[config.mk]
export PLATFORM = sky130hd
export DESIGN_NAME = peak_window_detector
export DESIGN_NICKNAME = d
export VERILOG_FILES = /design/src/rtl/peak_pkg.sv /design/src/rtl/peak_cmp.sv /design/src/rtl/peak_window_detector.sv
export SDC_FILE = /design/constraint.sdc
export NUM_CORES = 1
export LEC_CHECK = 0
export ABC_AREA = 0
export CELL_PAD_IN_SITES_DETAIL_PLACEMENT = 1
export CELL_PAD_IN_SITES_GLOBAL_PLACEMENT = 1
export CORE_ASPECT_RATIO = 1.2
export CORE_UTILIZATION = 30
export CTS_CLUSTER_SIZE = 24
export DETAILED_ROUTE_END_ITERATION = 6
export GPL_TIMING_DRIVEN = 0
export PLACE_DENSITY = 0.72
export SYNTH_ARGS = -nofsm -noshare
export SYNTH_HDL_FRONTEND = slang
export SYNTH_SLANG_ARGS = --single-unit
[constraint.sdc]
create_clock -name clk -period 3.9 [get_ports clk]
set_input_delay 1.17 -clock clk [delete_from_list [all_inputs] [get_ports clk]]
set_output_delay 1.17 -clock clk [all_outputs]
set_load 0.05 [all_outputs]
[src/rtl/peak_pkg.sv]
// Shared types and helpers for the peak window detector.
package peak_pkg;

  typedef enum logic {
    S_EMPTY = 1'b0,
    S_ACCUM = 1'b1
  } state_t;

  function automatic int clog2(input int v);
    int r;
    r = 0;
    for (int i = 0; i < 31; i++) begin
      if ((1 << i) < v) r = i + 1;
    end
    return r;
  endfunction

endpackage

[src/rtl/peak_cmp.sv]
// Combinational compare of a sample against an upper and a lower bound.
// gt = a > hi, lt = a < lo; signedness chosen at elaboration.
module peak_cmp #(
  parameter int DATA_W      = 10,
  parameter int SIGNED_MODE = 0
) (
  input  logic [DATA_W-1:0] a,
  input  logic [DATA_W-1:0] hi,
  input  logic [DATA_W-1:0] lo,
  output logic              gt,
  output logic              lt
);

  always_comb begin
    if (SIGNED_MODE != 0) begin
      gt = $signed(a) > $signed(hi);
      lt = $signed(a) < $signed(lo);
    end else begin
      gt = a > hi;
      lt = a < lo;
    end
  end

endmodule

[src/rtl/peak_window_detector.sv]
// Running and windowed max/min tracker with first-peak index and LED display.
// All outputs registered: results appear the cycle after the accepting edge.
module peak_window_detector
  import peak_pkg::*;
#(
  parameter int DATA_W      = 10,
  parameter int WIN_LEN     = 16,
  parameter int SIGNED_MODE = 0,
  parameter int LED_W       = 8
) (
  input  logic                          clk,
  input  logic                          reset,
  input  logic                          i_valid,
  input  logic [DATA_W-1:0]             i_data,
  input  logic                          i_clear,
  output logic [DATA_W-1:0]             o_run_max,
  output logic [DATA_W-1:0]             o_run_min,
  output logic                          o_have_samp,
  output logic [DATA_W-1:0]             o_win_max,
  output logic [DATA_W-1:0]             o_win_min,
  output logic [clog2(WIN_LEN)-1:0]     o_win_idx,
  output logic                          o_win_valid,
  output logic [clog2(WIN_LEN+1)-1:0]   o_win_count,
  output logic [LED_W-1:0]              o_leds
);

  localparam int IDX_W = clog2(WIN_LEN);
  localparam int CNT_W = clog2(WIN_LEN + 1);

  state_t              state_q, state_d;
  logic [CNT_W-1:0]    count_q, count_d;
  logic [DATA_W-1:0]   wmax_q, wmax_d, wmin_q, wmin_d;
  logic [IDX_W-1:0]    widx_q, widx_d;
  logic [DATA_W-1:0]   win_max_q, win_max_d, win_min_q, win_min_d;
  logic [IDX_W-1:0]    win_idx_q, win_idx_d;
  logic                win_valid_q, win_valid_d;
  logic [DATA_W-1:0]   run_max_q, run_max_d, run_min_q, run_min_d;
  logic                have_q, have_d;
  logic [LED_W-1:0]    leds_q, leds_d;
  logic [DATA_W-1:0]   led_key;
  logic                win_gt, win_lt, run_gt, run_lt;

  peak_cmp #(.DATA_W(DATA_W), .SIGNED_MODE(SIGNED_MODE)) u_win_cmp (
    .a(i_data), .hi(wmax_q), .lo(wmin_q), .gt(win_gt), .lt(win_lt)
  );

  peak_cmp #(.DATA_W(DATA_W), .SIGNED_MODE(SIGNED_MODE)) u_run_cmp (
    .a(i_data), .hi(run_max_q), .lo(run_min_q), .gt(run_gt), .lt(run_lt)
  );

  always_comb begin
    state_d     = state_q;
    count_d     = count_q;
    wmax_d      = wmax_q;
    wmin_d      = wmin_q;
    widx_d      = widx_q;
    win_max_d   = win_max_q;
    win_min_d   = win_min_q;
    win_idx_d   = win_idx_q;
    win_valid_d = 1'b0;
    run_max_d   = run_max_q;
    run_min_d   = run_min_q;
    have_d      = have_q;

    if (i_clear) begin
      // Published window results deliberately survive a soft clear.
      state_d   = S_EMPTY;
      count_d   = '0;
      wmax_d    = '0;
      wmin_d    = '0;
      widx_d    = '0;
      run_max_d = '0;
      run_min_d = '0;
      have_d    = 1'b0;
    end else if (i_valid) begin
      if (!have_q) begin
        run_max_d = i_data;
        run_min_d = i_data;
        have_d    = 1'b1;
      end else begin
        if (run_gt) run_max_d = i_data;
        if (run_lt) run_min_d = i_data;
      end

      if (state_q == S_EMPTY) begin
        wmax_d  = i_data;
        wmin_d  = i_data;
        widx_d  = '0;
        count_d = CNT_W'(1);
        state_d = S_ACCUM;
      end else begin
        // Strict compare so ties keep the earliest index.
        if (win_gt) begin
          wmax_d = i_data;
          widx_d = count_q[IDX_W-1:0];
        end
        if (win_lt) wmin_d = i_data;
        count_d = count_q + CNT_W'(1);
      end

      if (count_d == CNT_W'(WIN_LEN)) begin
        win_max_d   = wmax_d;
        win_min_d   = wmin_d;
        win_idx_d   = widx_d;
        win_valid_d = 1'b1;
        count_d     = '0;
        state_d     = S_EMPTY;
      end
    end

    // Signed mode flips the MSB so the LED bar is monotonic in value.
    led_key = run_max_d;
    if (SIGNED_MODE != 0) led_key[DATA_W-1] = ~run_max_d[DATA_W-1];
    leds_d = have_d ? LED_W'(led_key >> (DATA_W - LED_W)) : '0;
  end

  always_ff @(posedge clk) begin
    if (!reset) begin
      state_q     <= S_EMPTY;
      count_q     <= '0;
      wmax_q      <= '0;
      wmin_q      <= '0;
      widx_q      <= '0;
      win_max_q   <= '0;
      win_min_q   <= '0;
      win_idx_q   <= '0;
      win_valid_q <= 1'b0;
      run_max_q   <= '0;
      run_min_q   <= '0;
      have_q      <= 1'b0;
      leds_q      <= '0;
    end else begin
      state_q     <= state_d;
      count_q     <= count_d;
      wmax_q      <= wmax_d;
      wmin_q      <= wmin_d;
      widx_q      <= widx_d;
      win_max_q   <= win_max_d;
      win_min_q   <= win_min_d;
      win_idx_q   <= win_idx_d;
      win_valid_q <= win_valid_d;
      run_max_q   <= run_max_d;
      run_min_q   <= run_min_d;
      have_q      <= have_d;
      leds_q      <= leds_d;
    end
  end

  assign o_run_max   = run_max_q;
  assign o_run_min   = run_min_q;
  assign o_have_samp = have_q;
  assign o_win_max   = win_max_q;
  assign o_win_min   = win_min_q;
  assign o_win_idx   = win_idx_q;
  assign o_win_valid = win_valid_q;
  assign o_win_count = count_q;
  assign o_leds      = leds_q;

endmodule

Word-level counts from Yosys, hierarchy flattened
Cells that the tools add are included.
Widths: inputs -> output; s select.
{ "totals": {"regBits": 84, "latch_bits": 0, "mem_bits_rw": 0, "mem_bits_ro": 0, "inputBits": 14, "output_inout_bits": 59, "elab_cells": 51, "n_memories": 0} }
{ "op_classes": {"addsub": 1, "mul": 0, "div_mod_pow": 0, "n_lt_le_gt_ge": 4, "n_eq_ne": 3, "shift": 0, "n_mux": 20, "bitwise_logic": 3, "n_reduce_logical": 6} }
{ "op_table": {"columns": ["operator", "count"], "rows": [
  ["$mux 10", 10],
  ["$gt 10x10->1", 2],
  ["$lt 10x10->1", 2],
  ["$mux 5", 4],
  ["$mux 4", 2],
  ["$reduce_and 2->1", 3],
  ["$add 5x1->5 const B", 1],
  ["$eq 5x5->1 const B", 1],
  ["$mux 1", 4],
  ["$ne 2x1->1 const B", 2],
  ["$not 1->1", 3],
  ["$reduce_and 3->1", 1],
  ["$reduce_or 3->1", 1],
  ["$reduce_or 2->1", 1]
]} }

Logic depth before layout (Yosys ltp)
Gate-level depths: netlist of run 1.
{ "depth": {"ltp_word": 6, "depth_mapped": 9, "ltp_nobuf": 7} }

By module
A second synthesis of run 1 with hierarchy kept.
{ "unflattened": {"cells_unflattened": 506, "hier_area_um2": 4456.8} }
{ "by_module_without_submodules": {"columns": ["mod", "n_inst", "cells_each", "area_per_inst_um2", "seq_area_each_um2"], "rows": [
  ["peak_window_detector", 1, 376, 3498.4, 1681.6],
  ["peak_cmp", 2, 65, 479.2, 0.0]
]} }

Worst setup path before layout of run 1
Ideal clock, no wire load.
{ "synth_path": {"kind": "input-to-reg", "startpoint": "in i_data[9]", "endpoint": "reg wmax_q[0]", "setup_time_ns": 0.072, "arrival_ns": 2.849, "required_time_ns": 3.828, "path_slack_ns": 0.979, "cell_stages": 8, "path_buffers": 2, "cell_sequence": "ha_1 a21o_1 a211oi_1 and4_1 clkbuf_1 or3_1 buf_2 mux2i_1"} }
{ "synth_via": {"elab_chain_len": 3} }
{ "synth_rtl": {"columns": ["item", "line", "text"], "rows": [
  ["start, declared", "peak_window_detector.sv:14", "input logic [DATA_W-1:0] i_data,"],
  ["$gt 10x10->1", "peak_cmp.sv:19", "gt = a > hi;"],
  ["$mux 10", "peak_window_detector.sv:93", "if (win_gt) begin"],
  ["$mux 10", "peak_window_detector.sv:85", "if (state_q == S_EMPTY) begin"],
  ["end signal, assigned", "peak_window_detector.sv:135", "wmax_q <= wmax_d;"],
  ["end, declared", "peak_window_detector.sv:32", "logic [DATA_W-1:0] wmax_q, wmax_d, wmin_q, wmin_d;"]
]} }
No other way between the ends.
A chain may end at the register's enable or synchronous reset.

Worst setup path after layout of run 1
{ "layout_path": {"startpoint": "in i_data[7]", "endpoint": "reg wmax_q[8]"} }
The elaborated chain is that of the path after synthesis.

==> out/qor.yml, run 1 <==
path_cells: "clkdlybuf4s50_1, ha_1, a21o_1, a211oi_1, and4_1, clkbuf_1, or3_1, buf_2, mux2i_1"
grt_pass1_vias: 4371
wire_per_inst_um: 18.51
crit_path_max_fanout: 10
r2r-end: "o_win_min[7]"
period_minus_slack_ps: 3756
hpwl_mm: 11.13
status: "complete, no violations"
worst_slew_pin_slew_ps: 622.9
grt_pass1_wl_mm: 23.29
ys_types: 52
dp.cells: 776
fin_worst_skew_ps: 5.852
ctsHtreeMaxLevel: 3
cts-root-buf: "clkbuf_16"
antenna_found_initial: 0
min_path_cells: 2
globalRouteTotalUtil_pct: 19.76
cts_resized: 0
setup_viol: 0
fin_crit_sh_pct: 96.31
min_to: "wmin_q[7]"
num-fill-cells: 1672
vias: 4156
slew-limit-headroom_pct: 58.19
ant_nets: 0
syn_area_per_cell_um2: 8.892
preCtsSetupSlack_ps: -227.7
ir_worst_vdd_v: 0.0002142
met3WireLength_um: 605
final_layout_size_suffix_gt1_share_pct: 7.432
gp_congestion: 0.8708
reg2reg_slack_ps: 1320
hold_viol_final: 0
synth-main-ff-cell: "dfxtp_1"
critPathRequiredTime_ps: 4160
wl_met1_mm: 6.312
syn_area_mm2: 0.004491
top_layer_used: "met4"
areaGrowthSynthToFinish_pct: 29.42
antenna_cells: 0
clk_path_buf_depth: 2
cap_violations: 0
overflow: 0
layout.cells.non_filler: 792
clk_latency_ps: 340
hp-start: "wmin_q[7]"
startpoint_type: "input port"
core_area_mm2: 0.01447
cp-end-kind: "register"
worstPathArrival_ps: 4020
io_pins: 73
start_util_pct: 31.03
cts_hold_buffers: 0
clk_pin_slew_worst_paths_ps: 60
layout.nets: 640
max_stage_delay_ps: 810
synth-async-reset-ratio_pct: 0
clock-sinks: 84
drtIter0Drc: 113
drcViolationCount: 0
numCtsBuffers: 9
io_buffers: 71
hold_path_class: "reg2reg"
syn_nets: 558
rsz0062_at_grt: "false"
fmax_ghz: 0.2662
slowest_stage: "clkdlybuf4s50_1"
num_rows: 48
wl_met2_mm: 7.201
dieArea_mm2: 0.01546
routed_wl_mm: 14.66
cellPowerDensity_mw_per_mm2: 377.5
fp.dieH_um: 136.0
r2r_start: "o_win_count[0]"
layout_setup_ws_ps: 143.8
syn_inst: 505
place_area_mm2: 0.005451
grt_max_degree: 14
drv_slew: 0
critical_path_class: "in2reg"
firstDrtPassIters: 4
synth-edff-count: 0
ys.warnings.count: 0
cts_tree: "built"
fin_area_mm2: 0.005812
die_w_um: 113.7
post-cts-setup-buffer-count: 0
ys_ff_latch: 84
p_leak_nw: 2.124
vias_per_cell: 5.247
synth-seq-area-share_pct: 37.45
rr_worst_depth: 7
[layout by cell type, fill, tap and decap left out, drive strengths merged, types with 5 or more instances in the layout]
cell and count:
a2111oi 11, a211oi 10, a21o 10, a21oi 14, a311oi 12, and4 5, buf 15, clkbuf 29
clkdlybuf4s50 71, dfxtp 84, ha 39, inv 42, mux2i 34, nand2 61, nand2b 6, nand3 17
nand4 9, nor2 16, nor4 12, o211ai 6, o21ai 39, o31ai 9, or3 10
[logic make-up (layout without fill, tap and decap cells)]
logic type | count (synthesis) | in the layout | share of synthesized area, %
AO/OA/AOI/OAI | 122 | 122 | 19.64
XOR/XNOR | 1 | 1 | 0.1951
adder cells (fa/ha/maj) | 39 | 39 | 10.87
buffers and inverters | 74 | 161 | 6.994
flip-flops | 84 | 84 | 37.45
multiplexers | 35 | 35 | 7.913
AND/OR/NAND/NOR | 150 | 150 | 16.94
[Yosys cell counts (2+ instances only)]
cell type | number | area share [%]
a2111oi_0 | 3 | 0.59
a2111oi_2 | 7 | 2.3
a211oi_1 | 10 | 1.7
a21o_1 | 10 | 1.7
a21oi_1 | 14 | 1.6
a311oi_1 | 12 | 2.3
a31oi_1 | 3 | 0.42
and3_1 | 2 | 0.28
and4_1 | 5 | 0.98
buf_1 | 3 | 0.25
buf_2 | 8 | 0.89
buf_6 | 3 | 0.75
clkbuf_1 | 17 | 1.4
dfxtp_1 | 84 | 37
ha_1 | 39 | 11
inv_1 | 42 | 3.5
mux2i_1 | 34 | 7.6
nand2_1 | 61 | 5.1
nand2b_1 | 6 | 0.84
nand3_1 | 16 | 1.8
nand4_1 | 9 | 1.3
nor2_1 | 15 | 1.3
nor2b_1 | 3 | 0.42
nor4_1 | 11 | 1.5
o211ai_1 | 6 | 1.0
o21ai_0 | 38 | 4.2
o31ai_1 | 9 | 1.5
or2_2 | 2 | 0.28
or3_1 | 10 | 1.4
[critical path: cells and delay by family]
| kind | cells | cell delay, ps |
|---|---|---|
| buffers and inverters | 3 | 1310 |
| AOI/OAI and AO/OA | 2 | 550 |
| and+or+nand+nor | 2 | 400 |
| adders and majority gates | 1 | 350 |
| muxes | 1 | 230 |
[worst max path at each step]
stage	to	from	slack, ps
detailed placement	o_win_max[2]	i_data[7]	-230
finish	wmax_q[8]	i_data[7]	140
floorplan	wmax_q[0]	i_data[9]	980
CTS	o_win_max[2]	i_data[7]	90
global placement	o_leds[4]	i_data[8]	-180
global route	wmax_q[5]	i_data[7]	60
[state kept, by name (all words and copies together) (netlist names)]
signal,cells
o_win_count,5
o_run_min,10
widx_q,4
o_win_min,10
wmax_q,10
o_have_samp,1
o_win_max,10
wmin_q,10
o_win_idx,4
o_win_valid,1
o_run_max,10
o_leds,8
state_q,1
[per-layer routing]
metal	global-route usage [%]	vias up
li1	-	1995
met5	0	-
met3	3.522	32
met4	9.430	0
met2	34.35	113
met1	23.45	2016
[final cells by class]
| type | instances | area (um^2) | area share (%) |
|---|---|---|---|
| repair buffers | 71 | 710.7 | 12.23 |
| clock inverters | 4 | 95.09 | 1.636 |
| multi-input cells | 347 | 2504 | 43.08 |
| plain buffers | 32 | 156.4 | 2.691 |
| clock buffers | 12 | 256.5 | 4.413 |
| inverters | 42 | 157.7 | 2.713 |
| flip-flops and latches | 84 | 1682 | 28.93 |
| well taps | 200 | 250.2 | 4.306 |
[power by group]
part / internal, mW / total [mW] / switching, mW
clock: 0.660 / 1.01 / 0.350
sequential: 0.877 / 0.891 / 0.0140
combinational: 0.0984 / 0.292 / 0.194
[through the flow]
step	hold WS, ps	setup TNS, ps	utilization [%]	power [mW]
final	459.7	0	40.15	2.194
after global routing	481.7	0	40.15	2.273
after CTS	462.5	0	40.09	2.211
after detailed placement	453.9	-4764	37.66	1.198
after global placement	448.3	-2627	37.66	1.183
after floorplan	438.5	0	-	1.088
No activity file was read; power rests on OpenSTA's default activity.
==> run 2, diff against run 1 <==
--- a/config.mk
+++ b/config.mk
@@ -10,6 +10,7 @@
 export CELL_PAD_IN_SITES_GLOBAL_PLACEMENT = 1
 export CORE_ASPECT_RATIO = 1.2
 export CORE_UTILIZATION = 30
+export CTS_BUF_LIST = sky130_fd_sc_hd__clkbuf_16
 export CTS_CLUSTER_SIZE = 24
 export DETAILED_ROUTE_END_ITERATION = 6
 export GPL_TIMING_DRIVEN = 0
==> run 2 against run 1 <==
Largest power group unchanged; critical path type unchanged; cell count stayed put; wire length rose by 0.31%; combinational power about the same; register-to-register slack gained 30 ps; via count up 0.60%.
==> out/qor.yml, run 2 (synthesized netlist as in run 1, its figures left out) <==
drv_slew: 0  # unchanged
crit_buf_inv: 3  # unchanged
path_cells: "clkdlybuf4s50_1, ha_1, a21o_1, a211oi_1, and4_1, clkbuf_1, or3_1, buf_2, mux2i_1"
globalRouteTotalUtil_pct: 19.81  # +0.048 points
antenna_found_initial: 0  # unchanged
firstDrtPassIters: 4  # unchanged
period_minus_slack_ps: 3749  # -7.227 ps
cellPowerDensity_mw_per_mm2: 371.6  # -1.6%
fp.dieH_um: 136.0  # unchanged
core_area_mm2: 0.01447  # unchanged
min_path_cells: 2  # unchanged
critical_path_class: "in2reg"
setup_viol: 0  # unchanged
place_area_mm2: 0.005451  # unchanged
clock-sinks: 84  # unchanged
drtIter0Drc: 122  # +8.0%
areaGrowthSynthToFinish_pct: 28.98
cap_violations: 0  # unchanged
fin_crit_sh_pct: 96.13  # -0.19 points
startpoint_type: "input port"
p_switching_mw: 0.5588  # +0.10%
dieArea_mm2: 0.01546  # unchanged
num-fill-cells: 1674  # +0.12%
r2r_start: "o_win_count[0]"
dp.cells: 776  # unchanged
p_leak_nw: 2.116  # -0.33%
ir_worst_vdd_v: 0.0001718  # -20%
worst_slew_pin_slew_ps: 626.3  # +3.421 ps
preCtsSetupSlack_ps: -227.7  # unchanged
gp_congestion: 0.8708  # unchanged
clk_path_buf_depth: 2  # unchanged
die_w_um: 113.7  # unchanged
antenna_cells: 0  # unchanged
rr_worst_depth: 7  # unchanged
slowest_stage: "clkdlybuf4s50_1"
intPower_mw: 1.594  # -2.6%
layout.nets: 640  # unchanged
hold_path_class: "reg2reg"
path_delay_family: "buffers and inverters"
routed_wl_mm: 14.71  # +0.31%
slew-limit-headroom_pct: 57.96  # -0.23 points
status: "complete, no violations"
max_stage_delay_ps: 810  # about the same
vias_per_cell: 5.279  # +0.60%
overflow: 0  # unchanged
cts-root-buf: "clkbuf_16"
drcViolationCount: 0  # unchanged
start_util_pct: 31.03  # unchanged
final_layout_size_suffix_gt1_share_pct: 7.095  # -0.34 points
grt_pass1_wl_mm: 23.27  # about the same
layout_setup_ws_ps: 151.0  # +7.227 ps
io_pins: 73  # unchanged
hold_viol_final: 0  # unchanged
hpwl_mm: 11.13  # unchanged
critPathRequiredTime_ps: 4170  # about the same
r2r-end: "o_win_min[7]"
fin_area_mm2: 0.005792  # -0.34%
hp-start: "wmin_q[7]"
switching_share_pct: 25.96  # +0.52 points
ctsHtreeMaxLevel: 3  # unchanged
ant_nets: 0  # unchanged
cp-end-kind: "register"
final_common_cell: "dfxtp_1"
cts_hold_buffers: 0  # unchanged
clk_pin_slew_worst_paths_ps: 60  # about the same
cts_tree: "built"
vias: 4181  # +0.60%
io_buffers: 71  # unchanged
crit_path_max_fanout: 10  # unchanged
worstPathArrival_ps: 4020  # about the same
reg2reg_slack_ps: 1350  # +30 ps
wire_per_inst_um: 18.57  # +0.31%
fin_worst_skew_ps: 6.533  # +0.6816 ps
p_comb_share_pct: 13.6  # +0.3 points
min_to: "wmin_q[7]"
fmax_ghz: 0.2667  # +0.19%
pwr-share-seq_pct: 41.4  # +0.8 points
layout.cells.non_filler: 792  # unchanged
whs_ps: 457.5  # -2.201 ps
layout_common_cells: "dfxtp_1, clkdlybuf4s50_1, nand2_1, inv_1, ha_1"
numCtsBuffers: 9  # unchanged
clock_power_share_pct: 45.0  # -1.1 points
grt_pass1_vias: 4343  # -0.64%
clk_latency_ps: 340  # about the same
grt_max_degree: 14  # unchanged
setup_tns_ps: 0  # unchanged
rsz0062_at_grt: "false"
num_rows: 48  # unchanged
run 2: worst reg2reg max path, stage by stage (launching register included):
cell	delay [ps]
dfxtp_1	450
ha_1	290
xnor2_1	140
nand4b_1	200
nor4_1	430
buf_2	300
clkbuf_1	400
a311oi_1	180
run 2: final cells by class:
| type | instances | area (um^2) | share of cell area, % |
|---|---|---|---|
| inverter | 42 | 157.7 | 2.722 |
| clock buffer | 9 | 225.2 | 3.889 |
| timing repair buffer | 71 | 710.7 | 12.27 |
| tap | 200 | 250.2 | 4.321 |
| clock inverter | 7 | 106.4 | 1.836 |
| buffer | 32 | 156.4 | 2.700 |
| sequential | 84 | 1682 | 29.03 |
| multi-input combinational | 347 | 2504 | 43.23 |
run 2: worst max-delay path by stage:
| stage | startpoint | to | slack [ps] | cells after the start |
|---|---|---|---|---|
| 6_report | i_data[7] | wmax_q[8] | 150 | 9 |
| 3_3_place_gp | i_data[8] | o_leds[4] | -180 | 8 |
| 5_1_grt | i_data[7] | wmax_q[5] | 60 | 9 |
| 4_1_cts | i_data[7] | o_win_max[2] | 100 | 7 |
| 3_5_place_dp | i_data[7] | o_win_max[2] | -230 | 7 |
| 2_1_floorplan | i_data[9] | wmax_q[0] | 980 | 8 |
run 2: timing repair:
item	in CTS	in global routing
setup buffers	0	0
resized for setup	0	2
endpoints found under the setup margin	0	15
run 2: power groups by stage:
stage / combinational (mW) / sequential, mW / clock (mW)
after floorplan: 0.144 / 0.945 / 0
after CTS: 0.292 / 0.891 / 0.981
final: 0.293 / 0.891 / 0.968
after detailed placement: 0.288 / 0.910 / 0
after global routing: 0.316 / 0.893 / 1.02
after global placement: 0.273 / 0.910 / 0
run 2: stage by stage:
step                power, mW  utilization [%]
floorplan               1.088                -
global placement        1.183            37.66
detailed placement      1.198            37.66
CTS                     2.165            39.96
global route            2.230            40.02
finish                  2.152            40.02
run 2: per-layer routing:
| metal | global-route usage [%] | vias to the layer above | part of all wire [%] | routed length [um] |
|---|---|---|---|---|
| met5 | 0 | - | 0 | 0 |
| met1 | 23.50 | 2058 | 44 | 6459 |
| li1 | - | 1998 | - | - |
| met3 | 3.745 | 23 | 3.6 | 531 |
| met2 | 34.65 | 102 | 50 | 7291 |
| met4 | 8.626 | 0 | 2.9 | 422 |
